==> config.mk <==
export PLATFORM = sky130hd
export DESIGN_NAME = morse_symbol_sequencer_flat
export DESIGN_NICKNAME = d
export VERILOG_FILES = /design/src/rtl/morse_pkg.sv /design/src/rtl/morse_symbol_sequencer_if.sv /design/src/rtl/morse_unit_timer.sv /design/src/rtl/morse_symbol_sequencer.sv /design/src/flat_wrapper.sv
export SDC_FILE = /design/constraint.sdc
export NUM_CORES = 1
export LEC_CHECK = 0
export CAP_MARGIN = 20
export CELL_PAD_IN_SITES_DETAIL_PLACEMENT = 1
export CELL_PAD_IN_SITES_GLOBAL_PLACEMENT = 1
export CORE_AREA = 3 3 69 71
export DETAILED_ROUTE_END_ITERATION = 6
export DIE_AREA = 0 0 72 74
export PLACE_DENSITY = 0.74
export SETUP_SLACK_MARGIN = 0.1
export SYNTH_ARGS = -nofsm -noshare
export SYNTH_HDL_FRONTEND = slang
export SYNTH_SLANG_ARGS = --single-unit
==> constraint.sdc <==
create_clock -name clk -period 3.14 [get_ports clk]
set_clock_uncertainty 0.2 [all_clocks]
set_input_delay 0.471 -clock clk [delete_from_list [all_inputs] [get_ports clk]]
set_output_delay 0.471 -clock clk [all_outputs]
set_load 0.01 [all_outputs]
==> src/rtl/morse_pkg.sv <==
// Shared types and defaults for the Morse symbol sequencer.
package morse_pkg;

    localparam int unsigned LEN_W              = 3;
    localparam int unsigned MAX_ELEMS          = 6;
    localparam int unsigned PAT_W              = MAX_ELEMS;
    localparam int unsigned DASH_UNITS_DEF     = 3;
    localparam int unsigned ELEM_GAP_UNITS_DEF = 1;
    localparam int unsigned CHAR_GAP_UNITS_DEF = 3;
    localparam int unsigned WORD_GAP_UNITS_DEF = 7;
    localparam int unsigned CNT_W_DEF          = 4;

    // Element count that encodes a word space
    localparam logic [LEN_W-1:0] LEN_WORD_SPACE = '0;

    typedef enum logic [2:0] {
        IDLE,
        ARM,
        MARK,
        EGAP,
        CGAP,
        WORD
    } state_t;

    typedef struct packed {
        logic [LEN_W-1:0] len;
        logic [PAT_W-1:0] pattern;
    } sym_t;

    // Out-of-range element counts collapse to the longest legal symbol
    function automatic logic [LEN_W-1:0] clamp_len(input logic [LEN_W-1:0] len);
        if (len > LEN_W'(MAX_ELEMS)) begin
            return LEN_W'(MAX_ELEMS);
        end
        return len;
    endfunction

endpackage

==> src/rtl/morse_symbol_sequencer_if.sv <==
// Symbol handshake between message source and sequencer.
interface morse_symbol_sequencer_if;

    logic              valid;
    logic              ready;
    morse_pkg::sym_t   sym;

    modport master (
        output valid,
        output sym,
        input  ready
    );

    modport slave (
        input  valid,
        input  sym,
        output ready
    );

endinterface

==> src/rtl/morse_unit_timer.sv <==
// Counts unit ticks within a state; flags the tick that ends the duration.
module morse_unit_timer #(
    parameter int unsigned CNT_W = 4
) (
    input  logic             clk,
    input  logic             reset_n,
    input  logic             clear,
    input  logic             tick,
    input  logic [CNT_W-1:0] duration,
    output logic             expire_c
);

    logic [CNT_W-1:0] cnt_q;

    // Unit counter, restarted on every state entry
    always_ff @(posedge clk or negedge reset_n) begin
        if (!reset_n) begin
            cnt_q <= '0;
        end else if (clear) begin
            cnt_q <= '0;
        end else if (tick) begin
            cnt_q <= cnt_q + CNT_W'(1);
        end
    end

    // Final tick of the programmed duration
    assign expire_c = tick && (cnt_q == (duration - CNT_W'(1)));

endmodule

==> src/rtl/morse_symbol_sequencer.sv <==
// Sequences one Morse symbol at a time onto the laser/LED keying outputs.
module morse_symbol_sequencer
    import morse_pkg::*;
#(
    parameter int unsigned DASH_UNITS     = DASH_UNITS_DEF,
    parameter int unsigned ELEM_GAP_UNITS = ELEM_GAP_UNITS_DEF,
    parameter int unsigned CHAR_GAP_UNITS = CHAR_GAP_UNITS_DEF,
    parameter int unsigned WORD_GAP_UNITS = WORD_GAP_UNITS_DEF,
    parameter int unsigned CNT_W          = CNT_W_DEF
) (
    input  logic                     clk,
    input  logic                     reset_n,
    input  logic                     unit_tick,
    input  logic                     abort,
    morse_symbol_sequencer_if.slave  sym_if,
    output logic                     laser_on,
    output logic                     is_dash,
    output logic                     busy,
    output logic                     sym_done
);

    // Pattern padded to a power of two so any index value selects a real bit
    localparam int unsigned PAT_PAD_W = 2 ** LEN_W;

    state_t               state_q, state_n;
    logic [LEN_W-1:0]     len_q, len_n;
    logic [PAT_PAD_W-1:0] pat_q, pat_n;
    logic [LEN_W-1:0]     idx_q, idx_n;
    logic                 laser_n, dash_n, busy_n, done_n;
    logic [CNT_W-1:0]     dur_c;
    logic                 expire_c;
    logic                 accept_c;
    logic                 clear_c;

    assign sym_if.ready = reset_n && (state_q == IDLE) && !abort;
    assign accept_c     = sym_if.valid && sym_if.ready;
    assign clear_c      = (state_n != state_q);

    // Duration of the current state in units
    always_comb begin
        dur_c = CNT_W'(1);
        case (state_q)
            MARK:    dur_c = pat_q[idx_q] ? CNT_W'(DASH_UNITS) : CNT_W'(1);
            EGAP:    dur_c = CNT_W'(ELEM_GAP_UNITS);
            CGAP:    dur_c = CNT_W'(CHAR_GAP_UNITS);
            WORD:    dur_c = CNT_W'(WORD_GAP_UNITS - CHAR_GAP_UNITS);
            default: dur_c = CNT_W'(1);
        endcase
    end

    morse_unit_timer #(
        .CNT_W (CNT_W)
    ) u_timer (
        .clk      (clk),
        .reset_n  (reset_n),
        .clear    (clear_c),
        .tick     (unit_tick),
        .duration (dur_c),
        .expire_c (expire_c)
    );

    // Next-state, symbol capture and next output values
    always_comb begin
        state_n = state_q;
        len_n   = len_q;
        pat_n   = pat_q;
        idx_n   = idx_q;
        done_n  = 1'b0;

        case (state_q)
            IDLE: begin
                if (accept_c) begin
                    state_n = ARM;
                    len_n   = clamp_len(sym_if.sym.len);
                    pat_n   = PAT_PAD_W'(sym_if.sym.pattern);
                    idx_n   = '0;
                end
            end
            ARM: begin
                // Align the first mark (or word space) to a unit boundary
                if (unit_tick) begin
                    state_n = (len_q == LEN_WORD_SPACE) ? WORD : MARK;
                end
            end
            MARK: begin
                if (expire_c) begin
                    state_n = ((idx_q + LEN_W'(1)) < len_q) ? EGAP : CGAP;
                end
            end
            EGAP: begin
                if (expire_c) begin
                    state_n = MARK;
                    idx_n   = idx_q + LEN_W'(1);
                end
            end
            CGAP, WORD: begin
                if (expire_c) begin
                    state_n = IDLE;
                    done_n  = 1'b1;
                end
            end
            default: begin
                state_n = IDLE;
            end
        endcase

        // Flush wins over everything, and suppresses completion
        if (abort) begin
            state_n = IDLE;
            done_n  = 1'b0;
        end

        laser_n = (state_n == MARK);
        dash_n  = (state_n == MARK) && pat_n[idx_n];
        busy_n  = (state_n != IDLE);
    end

    // State, captured symbol and registered outputs
    always_ff @(posedge clk or negedge reset_n) begin
        if (!reset_n) begin
            state_q  <= IDLE;
            len_q    <= '0;
            pat_q    <= '0;
            idx_q    <= '0;
            laser_on <= 1'b0;
            is_dash  <= 1'b0;
            busy     <= 1'b0;
            sym_done <= 1'b0;
        end else begin
            state_q  <= state_n;
            len_q    <= len_n;
            pat_q    <= pat_n;
            idx_q    <= idx_n;
            laser_on <= laser_n;
            is_dash  <= dash_n;
            busy     <= busy_n;
            sym_done <= done_n;
        end
    end

endmodule

==> src/flat_wrapper.sv <==
// flat-port wrapper written by rule: the top's interface ports become plain ports
module morse_symbol_sequencer_flat import morse_pkg::*;
#(
    parameter int unsigned DASH_UNITS     = DASH_UNITS_DEF,
    parameter int unsigned ELEM_GAP_UNITS = ELEM_GAP_UNITS_DEF,
    parameter int unsigned CHAR_GAP_UNITS = CHAR_GAP_UNITS_DEF,
    parameter int unsigned WORD_GAP_UNITS = WORD_GAP_UNITS_DEF,
    parameter int unsigned CNT_W          = CNT_W_DEF
)
  (clk, reset_n, unit_tick, abort, laser_on, is_dash, busy, sym_done, sym_if_valid, sym_if_sym, sym_if_ready);
  morse_symbol_sequencer_if sym_if_i ();
  input  logic clk;
  input  logic reset_n;
  input  logic unit_tick;
  input  logic abort;
  output logic laser_on;
  output logic is_dash;
  output logic busy;
  output logic sym_done;
  input wire logic [$bits(sym_if_i.valid)-1:0] sym_if_valid;
  input wire logic [$bits(sym_if_i.sym)-1:0] sym_if_sym;
  output wire logic [$bits(sym_if_i.ready)-1:0] sym_if_ready;
  assign sym_if_i.valid = sym_if_valid;
  assign sym_if_i.sym = sym_if_sym;
  assign sym_if_ready = sym_if_i.ready;
  morse_symbol_sequencer #(.DASH_UNITS(DASH_UNITS), .ELEM_GAP_UNITS(ELEM_GAP_UNITS), .CHAR_GAP_UNITS(CHAR_GAP_UNITS), .WORD_GAP_UNITS(WORD_GAP_UNITS), .CNT_W(CNT_W)) u_core (.clk(clk), .reset_n(reset_n), .unit_tick(unit_tick), .abort(abort), .sym_if(sym_if_i), .laser_on(laser_on), .is_dash(is_dash), .busy(busy), .sym_done(sym_done));
endmodule
# Yosys cells after proc, flatten, opt, wreduce, memory -nomap -nowiden
# Index checks and enable logic that the tools add are counted.
[totals]
out_inout_bits = 5
elab_cells = 66
regBits = 25
[op_classes]
addsub = 3
mux = 30
reduce_logical = 12
n_lt_le_gt_ge = 4
n_eq_ne = 8
[op_table]
columns = ["cell", "n"]
rows = [
  ["2-to-1 mux 3 bit", 12],
  ["2-to-1 mux 8 bit", 2],
  ["one-hot mux 3 bit (5 select lines)", 1],
  ["one-hot mux 4 bit (3 select lines)", 1],
  ["== test 3 x 2 -> 1 bit (second input constant)", 3],
  ["less-than comparator 3 x 4 -> 1 bit (second input constant)", 2],
  ["2-to-1 mux 1 bit", 8],
  ["2-to-1 mux 4 bit", 2],
  ["binary-select mux 1 bit (select 3 bit)", 2],
  ["== test 3 bit (second input constant)", 2],
  ["logical NOT 3 bit", 2],
  ["one-hot mux 3 bit (2 select lines)", 1],
  ["logical AND 1 bit", 5],
  ["adder 4 x 1 -> 4 bit (second input constant)", 1],
  ["== test 4 bit", 1],
  ["subtractor 4 x 1 -> 4 bit (second input constant)", 1],
  ["adder 3 x 1 -> 3 bit (second input constant)", 1],
  ["== test 3 x 1 -> 1 bit (second input constant)", 1],
  ["greater-than comparator 3 bit (second input constant)", 1],
  ["less-than comparator 3 bit", 1],
  ["!= test 3 bit", 1],
  ["nonzero test 3 bit", 1],
  ["2-to-1 mux 2 bit", 1],
  ["AND reduction 2 bit", 1],
  ["3 further kinds", 3],
]

# Longest topological paths before layout
# Gate-level depths: netlist of the first run.
[depth]
depth_word = 12
ltp_mapped = 15
ltp_nobuf = 13

# Hierarchy
# Synthesis of the first run repeated with hierarchy kept, for this count alone.
[unflattened]
hier_cells = 184
area_unflattened_um2 = 1684.1
[modules_own_cells]
columns = ["module", "seq_area_each_um2", "cells_per_inst", "area_per_inst_um2", "n_inst"]
rows = [
  ["morse_symbol_sequencer", 525.5, 158, 1413.9, 1],
  ["morse_unit_timer", 100.1, 26, 270.3, 1],
]

# Worst setup path before layout of the first run
# Ideal clock, no wire load.
[synth_timing]
kind = "register to register"
from = "register u_core.idx_q[0]"
to = "register u_core.is_dash"
setup_ns = 0.127
period_less_slack_ns = 3.287
path_buffers = 2
stages_incl_launch_ff = 14
path_slack_ns = -0.147
required_ns = 2.813
arrival_time_ns = 2.960
path_cell_list = "dfrtp_1 -> clkbuf_1 -> mux4_2 -> mux2i_1 -> o21ai_0 -> nand2_1 -> ha_1 -> xor2_2 -> and4_1 -> buf_6 -> a2111o_1 -> and4_4 -> a22oi_2 -> o22ai_1"
[synth_between]
elab_chain_cells = 12
word_cells_on_any_way = 22
cone_classes = "2 x add/sub; 1 x order compare; 2 x eq/ne; 15 x mux; 2 x reduce/logical"
[synth_lines]
columns = ["item", "line", "text"]
rows = [
  ["start, declared", "morse_symbol_sequencer.sv:28", "logic [LEN_W-1:0] idx_q, idx_n;"],
  ["start signal, assigned", "morse_symbol_sequencer.sv:133", "idx_q <= idx_n;"],
  ["binary-select mux 1 bit (select 3 bit)", "morse_symbol_sequencer.sv:43", "MARK: dur_c = pat_q[idx_q] ? CNT_W'(DASH_UNITS) : CNT_W'(1);"],
  ["2-to-1 mux 1 bit (implied by the code)", "morse_symbol_sequencer.sv:43", ""],
  ["2-to-1 mux 2 bit", "morse_symbol_sequencer.sv:43", ""],
  ["one-hot mux 4 bit (3 select lines)", "morse_symbol_sequencer.sv:42", "case (state_q)"],
  ["subtractor 4 x 1 -> 4 bit", "morse_unit_timer.sv:27", "assign expire_c = tick && (cnt_q == (duration - CNT_W'(1)));"],
  ["== test 4 bit", "morse_unit_timer.sv:27", ""],
  ["logical AND 1 bit", "morse_unit_timer.sv:27", ""],
  ["2-to-1 mux 3 bit (on tied branches)", "morse_symbol_sequencer.sv:91, morse_symbol_sequencer.sv:86, morse_symbol_sequencer.sv:97", ""],
  ["one-hot mux 3 bit (2 select lines) / one-hot mux 3 bit (5 select lines) (equally long branches)", "morse_symbol_sequencer.sv:70", "case (state_q)"],
  ["binary-select mux 1 bit (select 3 bit) / 2-to-1 mux 3 bit (equally long branches)", "morse_symbol_sequencer.sv:114, morse_symbol_sequencer.sv:108", ""],
  ["2-to-1 mux 1 bit (implied by the code) / == test 3 x 2 -> 1 bit (equally long branches)", "morse_symbol_sequencer.sv:114", "dash_n = (state_n == MARK) && pat_n[idx_n];"],
  ["logical AND 1 bit *", "morse_symbol_sequencer.sv:114", ""],
  ["net u_core.dash_n", "morse_symbol_sequencer.sv:29", "logic laser_n, dash_n, busy_n, done_n;"],
  ["end signal, assigned", "morse_symbol_sequencer.sv:135", "is_dash <= dash_n;"],
  ["end, declared", "morse_symbol_sequencer.sv:17", "output logic is_dash,"],
]
# The timed path passes the listed nets; every way through them passes the cells marked *. The select of a mux whose other input is x is not followed.
# A chain may end at the register's enable or synchronous reset.

# Worst setup path after layout of the first run
# Ends and elaborated chain as after synthesis.

==> impl_metrics.py, run 1 <==
metrics = {
    "status": {
        "status": "complete, but fails checks",
        "violations": "negative setup slack",
    },
    "floorplanning": {
        "die-width_microns": 72,
        "die_area_sq_um": 5328,
        "row_count": 24,
        "core_area_sq_um": 4294,
        "start_util_pct": 37.27,
        "ios": 19,
        "die_h_microns": 74,
    },
    "place": {
        "dp_cells": 241,
        "place.gp.congestion": 0.8828,
        "io_buffers": 18,
        "dp_hpwl_microns": 3511,
    },
    "synthesis": {
        "netlist_instances": 165,
        "yosysTopAreaCellShare_pct": 39.09,
        "yosysWarnings": 0,
        "netlist_area_sq_um": 1600,
        "syn_avg_cell_area_sq_um": 9.699,
        "synth-main-ff-cell": "dfrtp_1",
        "async_reset_ff_share_pct": 100.0,
        "synthTopCellsByArea": "dfrtp_1, nand2_1, ha_1",
        "synth_enable_flop_cells": 0,
        "yosysSeqAreaShare_pct": 39.09,
        "yosys.area.top_type": "dfrtp_1",
        "synth_cell_type_count": 55,
        "syn_nets": 184,
        "ys_seq_elements": 25,
    },
    "critical_path": {
        "max_stage_delay_ns": 0.48,
        "critPathKind": "register to register",
        "crit_chain": "buf_6, mux4_2, mux2i_1, o21ai_1, nand2_1, ha_4, xor2_4, and4_4, nand2_1, or3_1, a41oi_2, o22ai_1",
        "critPathSlowestCell": "mux4_2",
        "crit_required_ns": 3.11,
        "start_kind": "register",
        "crit_path_end_kind": "register",
        "arrival_ns": 3.18,
        "crit_top_cell": "nand2_1",
        "crit_fanout": 6,
    },
    "route": {
        "wirelength_microns": 4671,
        "firstDrtPassIters": 4,
        "drtIter0Drc": 117,
        "drc": 0,
        "vias": 1456,
        "drt-vias-per-instance": 5.778,
        "antenna_left": 0,
        "wl_per_cell_microns": 18.54,
    },
    "timing": {
        "rsz0062_at_grt": "true",
        "fin_ws_ns": -0.07335,
        "finalCriticalPeriod_ns": 3.213,
        "hold_viol": 0,
        "max-slew-margin-rel_pct": 66.86,
        "tightestPinTransition_ns": 0.4938,
        "finalSetupTns_ns": -0.1103,
        "setup_violations": 2,
        "min_period_over_period_pct": 102.3,
        "finalMaxSlewViolations": 0,
        "fmaxAchievable_mhz": 311.2,
    },
    "layout": {
        "nets": 220,
        "areaGrowthSynthToFinish_pct": 31.82,
        "drive_above_1_share_pct": 23.50,
        "ff_latch_area_sq_um": 625.6,
        "filler_cell_count": 492,
        "stdcell_count": 252,
        "multiInputGateArea_sq_um": 991.0,
        "final_cell_mix": "nand2_1, dfrtp_1, clkdlybuf4s50_1, buf_4, nor2_1",
        "diodes": 0,
    },
    "global_routing": {
        "antenna_found_initial": 0,
        "grt_overflow": 0,
        "grt_max_degree": 16,
        "grt_util_all_layers_pct": 19.12,
        "first_global_vias": 1591,
        "grt_pass1_wl_microns": 7824,
    },
    "clock_network": {
        "tritoncts": "done",
        "cts_root_buf": "clkbuf_8",
        "cts_buffers": 3,
        "clk_latency_ns": 0.28,
        "clock_path_buffers": 2,
        "cts_sinks": 25,
        "cts.reportedPaths.clkPinSlew_ns": 0.09,
        "htree_levels": 1,
        "holdBufCountCts": 0,
    },
    "power_and_ir_drop": {
        "power_mw": 0.9536,
        "p_per_area_nw_per_um2": 452.0,
        "p_leak_nw": 0.9101,
        "ir_drop_v": 0.0001807,
    },
    "hold_path": {
        "hold_class": "input port to async pin",
    },
    "run": {
        "maxCapViolCount": 0,
    },
}
cell usage after synthesis, drive strengths merged, types with 2 or more instances:
library cell and number:
dfrtp 25, nand2 25, nor2 7, inv 6
buf 5, ha 5, nand3 5, nand4 5
o211ai 5, o21ai 5, xor2 5, and2 4
and4 4, clkbuf 4, nor3 4, a41oi 3
mux2 3, mux2i 3, nand2b 3, nand3b 3
a21oi 2, a32o 2, and3 2, o2bb2ai 2
or3 2, xnor2 2
state kept, by name, indices dropped and copies added, names as in the netlist:
signal                count
u_core.laser_on           1
u_core.is_dash            1
u_core.pat_q              8
u_core.state_q            3
u_core.u_timer.cnt_q      4
u_core.busy               1
u_core.sym_done           1
u_core.len_q              3
u_core.idx_q              3
timing repair:
action,CTS,global route
endpoints found under the setup margin,7,10
cloned,0,0
pin swaps,8,12
gates resized for setup,8,10
buffers inserted,5,2
cells by family after synthesis:
kind of cell    share of synthesized area (%)
fa+ha+maj                               3.909
buf+inv                                 4.456
xor+xnor                                4.300
simple gates                            25.25
flops                                   39.09
mux                                     5.395
compound gates                          17.59
metal layers:
metal | GRT usage, % | share of wire [%] | up-vias
li1 | - | - | 679
met1 | 24.98 | 44 | 726
met2 | 32.45 | 50 | 44
met3 | 3.378 | 4.4 | 7
met4 | 6.054 | 1.3 | 0
met5 | 0 | 0 | -
critical path: cells and delay by family (launching register included):
family,cells,cell delay (ns)
flops,1,0.42
buf+inv,1,0.12
compound gates,3,0.43
simple gates,4,0.87
fa+ha+maj,1,0.22
xor+xnor,1,0.21
mux,2,0.66
worst paths after layout:
check                           startpoint  slack (ns)                end  cells after the start
hold / removal                     reset_n        0.36    u_core.pat_q[3]                      2
max in group asynchronous          reset_n        2.20  u_core.state_q[0]                      2
setup / recovery           u_core.idx_q[0]       -0.07     u_core.is_dash                     12
hold reg to reg            u_core.len_q[0]        0.36    u_core.len_q[0]                      2
setup reg to reg           u_core.idx_q[0]       -0.07     u_core.is_dash                     12
min in group clk           u_core.len_q[0]        0.36    u_core.len_q[0]                      2
metrics by stage:
step	utilization, %	setup WS, ns	hold WS, ns	area (sq um)
5_1_grt	49.13	-0.2666	0.3910	2110
3_5_place_dp	44.76	-0.1601	0.3241	1922
6_report	49.13	-0.07335	0.3559	2110
2_1_floorplan	-	0.1006	-0.02459	1623
4_1_cts	47.76	-0.06036	0.3601	2051
3_3_place_gp	44.76	0.02474	0.3129	1922
power breakdown:
group          leakage [nW]  total [mW]  switching, mW  internal (mW)
Combinational         0.558       0.319          0.162          0.157
Clock                0.0228       0.197          0.106         0.0911
Sequential            0.329       0.438         0.0666          0.371
layout make-up:
type,instances,share of cell area [%]
flip-flops and latches,25,29.66
clock buffers,4,2.135
repair buffers,40,17.08
multi-input cells,125,46.98
well taps,52,3.084
inverters,6,1.068
Note: power is estimated with default switching activity, not from simulation.
==> run 2: changes to the inputs <==
--- a/config.mk
+++ b/config.mk
@@ -5,6 +5,7 @@
 export SDC_FILE = /design/constraint.sdc
 export NUM_CORES = 1
 export LEC_CHECK = 0
+export ABC_CLOCK_PERIOD_IN_PS = 3140
 export CAP_MARGIN = 20
 export CELL_PAD_IN_SITES_DETAIL_PLACEMENT = 1
 export CELL_PAD_IN_SITES_GLOBAL_PLACEMENT = 1
==> results of run 2 <==
The final DEF is identical to that of run 1; final timing and power are the same.
==> run 3: changes to the inputs <==
==> constraint.sdc (replaced) <==
create_clock -name clk -period 3.14 [get_ports clk]
set_clock_uncertainty 0.2 [all_clocks]
set_input_delay 0.471 -clock clk [delete_from_list [all_inputs] [get_ports clk]]
set_output_delay 0.471 -clock clk [all_outputs]
set_load 0.05 [all_outputs]
==> impl_metrics.py, run 3 (synthesis gave the netlist of run 1 again) <==
metrics = {
    "floorplanning": {
        "core_area_sq_um": 4294,
        "row_count": 24,
        "start_util_pct": 37.27,
        "die-width_microns": 72,
        "die_area_sq_um": 5328,
        "die_h_microns": 74,
        "ios": 19,
    },
    "critical_path": {
        "critPathKind": "register to register",
        "start_kind": "register",
        "arrival_ns": 3.12,
        "crit_path_end_kind": "register",
        "rr_startpoint": "u_core.idx_q[0]",
        "crit_required_ns": 3.10,
        "startpoint": "u_core.idx_q[0]",
        "crit_fanout": 6,
    },
    "clock_network": {
        "clock_path_buffers": 2,
        "cts.reportedPaths.clkPinSlew_ns": 0.10,
        "tritoncts": "done",
        "clk_latency_ns": 0.28,
        "cts_root_buf": "clkbuf_8",
        "cts_buffers": 3,
        "htree_levels": 1,
        "cts_sinks": 25,
    },
    "power_and_ir_drop": {
        "p_leak_nw": 0.9132,
        "ir_drop_v": 0.0001854,
        "power_mw": 0.9785,
        "p_per_area_nw_per_um2": 459.2,
    },
    "global_routing": {
        "grt_pass1_wl_microns": 7617,
        "grt_use_met2_pct": 30.92,
        "first_global_vias": 1508,
        "use_met1_pct": 24.92,
        "grt_overflow": 0,
        "antenna_found_initial": 0,
        "grt_max_degree": 28,
        "grt.busiest_layer": "met2",
        "grt_util_met3_pct": 2.703,
        "grt_util_all_layers_pct": 18.60,
    },
    "route": {
        "drc": 0,
        "wl_per_cell_microns": 18.31,
        "antenna_left": 0,
        "drtIter0Drc": 94,
        "wirelength_microns": 4595,
        "vias": 1440,
        "drt-vias-per-instance": 5.737,
        "firstDrtPassIters": 4,
    },
    "status": {
        "status": "complete, but fails checks",
        "violations": "negative setup slack",
    },
    "layout": {
        "largest_reg_flops": 8,
        "reg_top3": "u_core.pat_q x8, u_core.u_timer.cnt_q x4",
        "drive_above_1_share_pct": 26.13,
        "diodes": 0,
        "areaGrowthSynthToFinish_pct": 33.15,
        "final_cell_mix": "nand2_1, dfrtp_1, buf_4, clkdlybuf4s50_1, nor2_1",
        "nets": 219,
        "regMostFlops": "u_core.pat_q",
        "postLayoutCellArea_sq_um": 2131,
        "stdcell_count": 251,
    },
    "place": {
        "io_buffers": 18,
        "dp_slack_ns": -0.06440,
        "dpl-instance-area_sq_um": 1917,
        "dp_cells": 239,
        "place.gp.congestion": 0.8978,
        "dp_hpwl_microns": 3365,
    },
    "timing": {
        "fmaxAchievable_mhz": 316.0,
        "fin_ws_ns": -0.02412,
        "setup_violations": 1,
        "min_period_over_period_pct": 100.8,
        "max-slew-margin-rel_pct": 66.70,
        "hold_viol": 0,
        "finalMaxSlewViolations": 0,
        "rsz0062_at_grt": "true",
        "finalSetupTns_ns": -0.02412,
        "tightestPinTransition_ns": 0.4980,
        "finalCriticalPeriod_ns": 3.164,
    },
    "run": {
        "maxCapViolCount": 0,
    },
    "hold_path": {
        "hold_class": "register to register",
        "min_from": "u_core.len_q[0]",
    },
}
run 3: through the flow:
step,util (%),hold slack [ns]
floorplan,-,-0.02459
global placement,44.64,0.3181
detailed placement,44.64,0.3267
CTS,48.95,0.3493
global route,49.62,0.3706
finish,49.62,0.3349
run 3: power by group:
part	total, mW	internal, mW	switching (mW)
Clock	0.199	0.0891	0.110
Sequential	0.437	0.371	0.0660
Combinational	0.342	0.165	0.177
Total	0.978	0.626	0.353
run 3: metal layers:
metal	wire (microns)	up-vias
met3	192	8
li1	-	687
met4	80	0
met2	2221	32
met5	0	-
met1	2101	713
run 3: worst paths after layout:
| kind | end | slack [ns] | depth (start not counted) |
|---|---|---|---|
| worst min register to register | u_core.len_q[0] | 0.33 | 2 |
| max in group asynchronous | u_core.idx_q[0] | 2.07 | 2 |
| worst max-delay path | u_core.busy | -0.02 | 14 |
| min in group asynchronous | u_core.laser_on | 0.39 | 2 |
| worst min-delay path | u_core.len_q[0] | 0.33 | 2 |
| worst max register to register | u_core.busy | -0.02 | 14 |
run 3: area by class of cell:
class,instances,area (sq um)
well taps,52,65.06
flip-flops and latches,25,626.9
inverters,6,22.52
clock inverters,1,5.005
clock buffers,3,41.29
repair buffers,39,355.3
fillers,477,2163
multi-input cells,125,1015
run 3: worst max-delay path, stage by stage, from the launching register on:
cell and delay, ns:
dfrtp_2 0.46, buf_6 0.14, inv_2 0.05, nand2_2 0.05, a31oi_1 0.17, mux2i_1 0.10, o21ai_1 0.14, nand2_1 0.12
ha_4 0.31, xor2_4 0.22, buf_4 0.15, a41oi_2 0.09, o21a_2 0.25, o31a_1 0.29, or3_1 0.30
run 3: what timing repair did:
action                                  CTS  global route
gates resized for setup                  16             5
endpoints found under the setup margin    6             8
pin swaps                                22             8
cloned                                    0             0
hold buffers                              0             0
setup buffers                             6             2
==> patch: new RTL, flow settings as in run 1 <==
Change the package constant `CNT_W_DEF` from 4 to 6.
--- a/src/rtl/morse_pkg.sv
+++ b/src/rtl/morse_pkg.sv
@@ -10,3 +10,3 @@
     localparam int unsigned WORD_GAP_UNITS_DEF = 7;
-    localparam int unsigned CNT_W_DEF          = 4;
+    localparam int unsigned CNT_W_DEF          = 6;
 
Function: same outputs for any inputs over 10 cycles, from zero or initial values and one cycle with reset_n low; that may be too few to reach the edited logic, so the function may still have changed.
==> patch against run 1 <==
- the flow still finishes with violations (setup timing)
- cell area grew 8.6%
- fmax shrank 8.1%
- sequential cell count grew 2
- power grew 13%
- core utilization grew 4.2 points
- via count shrank 1.9%
- worst setup slack lost 280 ps
- synthesized area grew 7.8%
- routed wire length grew 2.0%
- critical endpoint is now u_core.busy$_DFF_PN0_
- largest cell class unchanged
- highest routed layer unchanged
==> patch: results (changes against run 1) <==
Outcome
  • Result of the run: finished with violations
  • Failing checks: setup timing

Worst setup path
  • Family with the most delay on the worst path: multiplexers
  • Arrival @ worst endpoint: 3460 ps (+280 ps)
  • Capturing instance or port of the critical path: u_core.busy$_DFF_PN0_
  • Startpoint type of the worst setup path: flip-flop
  • Top fanout value on the critical path: 6 (unchanged)
  • Largest stage delay, worst path: 520 ps (+40 ps)
  • Reg2Reg Launch Point: u_core.idx_q[0]$_DFF_PN0_
  • Cells on worst reg2reg path: 14 (+2)

Global route
  • Vias in the first global route: 1615 (+1.5%)
  • Global-route wire length before repair: 7980 um (+1.9%)
  • Maximum number of pins on one net before global-route repair: 30 (+14)
  • Total global routing track utilization: 19.4% (+0.32 points)

Cells and area
  • Fraction of final layout cells with drive strength greater than 1: 31.0% (+7.5 points)
  • NumNets Final: 231 (+5.0%)
  • Largest registers in the final layout: u_core.pat_q: 8 flops, u_core.u_timer.cnt_q: 6 flops
  • Non-filler instance count after layout: 262 (+4.0%)

Drt
  • Detailed-route wire length: 4770 um (+2.0%)
  • DRC violation total after the first TritonRoute iteration: 67 (-43%)
  • Count of vias placed by the detailed router: 1428 (-1.9%)

Power
  • Total leakage power: 0.00105 uW (+15%)
  • Worst VDD drop: 0.195 mV (+7.9%)

Synth
  • Cell count after synthesis: 169 (+2.4%)
  • Async S/R FF share, synth: 100% (unchanged)
  • Dominant cells by area after synthesis: sky130_fd_sc_hd__dfrtp_1 39%, sky130_fd_sc_hd__nand2_1 5.0%, sky130_fd_sc_hd__mux2i_1 4.6%
  • Number of warnings printed during yosys synthesis: 0 (unchanged)
  • Synthesized netlist net count: 189 (+2.7%)
  • Fraction of the yosys area taken by sequential cells: 39.2% (+0.066 points)
  • Post-synth top cells: 27 x sky130_fd_sc_hd__dfrtp_1, 23 x sky130_fd_sc_hd__nand2_1, 12 x sky130_fd_sc_hd__nor2_1

Timing
  • Setup violation total in the final timing report: 10 (+8)
  • Max-slew headroom: 57.1% (-9.8 points)
  • Crit path setup slack, layout: -358 ps (-285 ps)
  • Final total negative setup slack: -2870 ps (-2760 ps)

Clock network
  • Deepest level of the CTS H-tree: 1 (unchanged)
  • Cell chosen for the clock root: sky130_fd_sc_hd__clkbuf_8

Worst hold path
  • Worst min-delay path category: reg2reg
  • Hold Startpoint: u_core.len_q[0]$_DFFE_PN0P_

Placed design
  • Final RePlAce weighted congestion: 0.853 (-3.4%)
  • Post-Place Cells: 254 (+5.4%)
  • Detailed Place HPWL: 3320 um (-5.4%)
  • Number of buffers inserted by port buffering: 18 (unchanged)
patch: cell types whose count changed after synthesis, moves of 3 or more:
| cell | delta |
|---|---|
| sky130_fd_sc_hd__a41oi_1 | -3 |
| sky130_fd_sc_hd__inv_1 | +5 |
| sky130_fd_sc_hd__mux2i_1 | +5 |
| sky130_fd_sc_hd__nor2_1 | +5 |
| sky130_fd_sc_hd__o211ai_1 | -4 |
| sky130_fd_sc_hd__o21ai_0 | -4 |
| sky130_fd_sc_hd__o21ai_1 | +3 |
| sky130_fd_sc_hd__xnor2_1 | +3 |
patch: layout make-up:
cell class	count	area (um^2)
timing repair buffer	46	405
multi-input combinational	121	1050
fill	475	2000
clock inverter	1	5.00
tap	52	65.1
inverter	12	45.0
clock buffer	3	41.3
sequential	27	676
patch: kinds of logic (layout without fill, tap and decap cells):
| family | Yosys count | after routing | share of synthesized area, % |
|---|---|---|---|
| xor+xnor | 13 | 13 | 7.47 |
| buf+inv | 21 | 62 | 5.87 |
| simple gates | 62 | 62 | 19.8 |
| fa+ha+maj | 6 | 6 | 4.35 |
| flops | 27 | 27 | 39.2 |
| mux | 11 | 11 | 7.90 |
| compound gates | 29 | 29 | 15.4 |
patch: timing repair:
action	CTS	global route
setup buffers	3	2
pin swaps	2	7
setup endpoints to repair	15	16
gates resized for setup	12	12
patch: stage by stage:
step                worst slack (ps)  hold WS, ps  cell area (um^2)
floorplan                       -152        -24.6              1740
global placement                -228          304              2090
detailed placement              -348          298              2090
CTS                             -320          319              2230
global route                    -564          352              2290
finish                          -358          316              2290
patch: where the power goes:
part,internal (uW),switching (uW),total (uW)
combinational,203,198,401
clock,89.1,112,201
sequential,400,71.9,472
patch: layer usage:
metal  GRT usage, %  wire length [um]
met1           24.6              2100
met3           2.97               163
met2           33.0              2370
met4           8.98               134
met5              0                 0
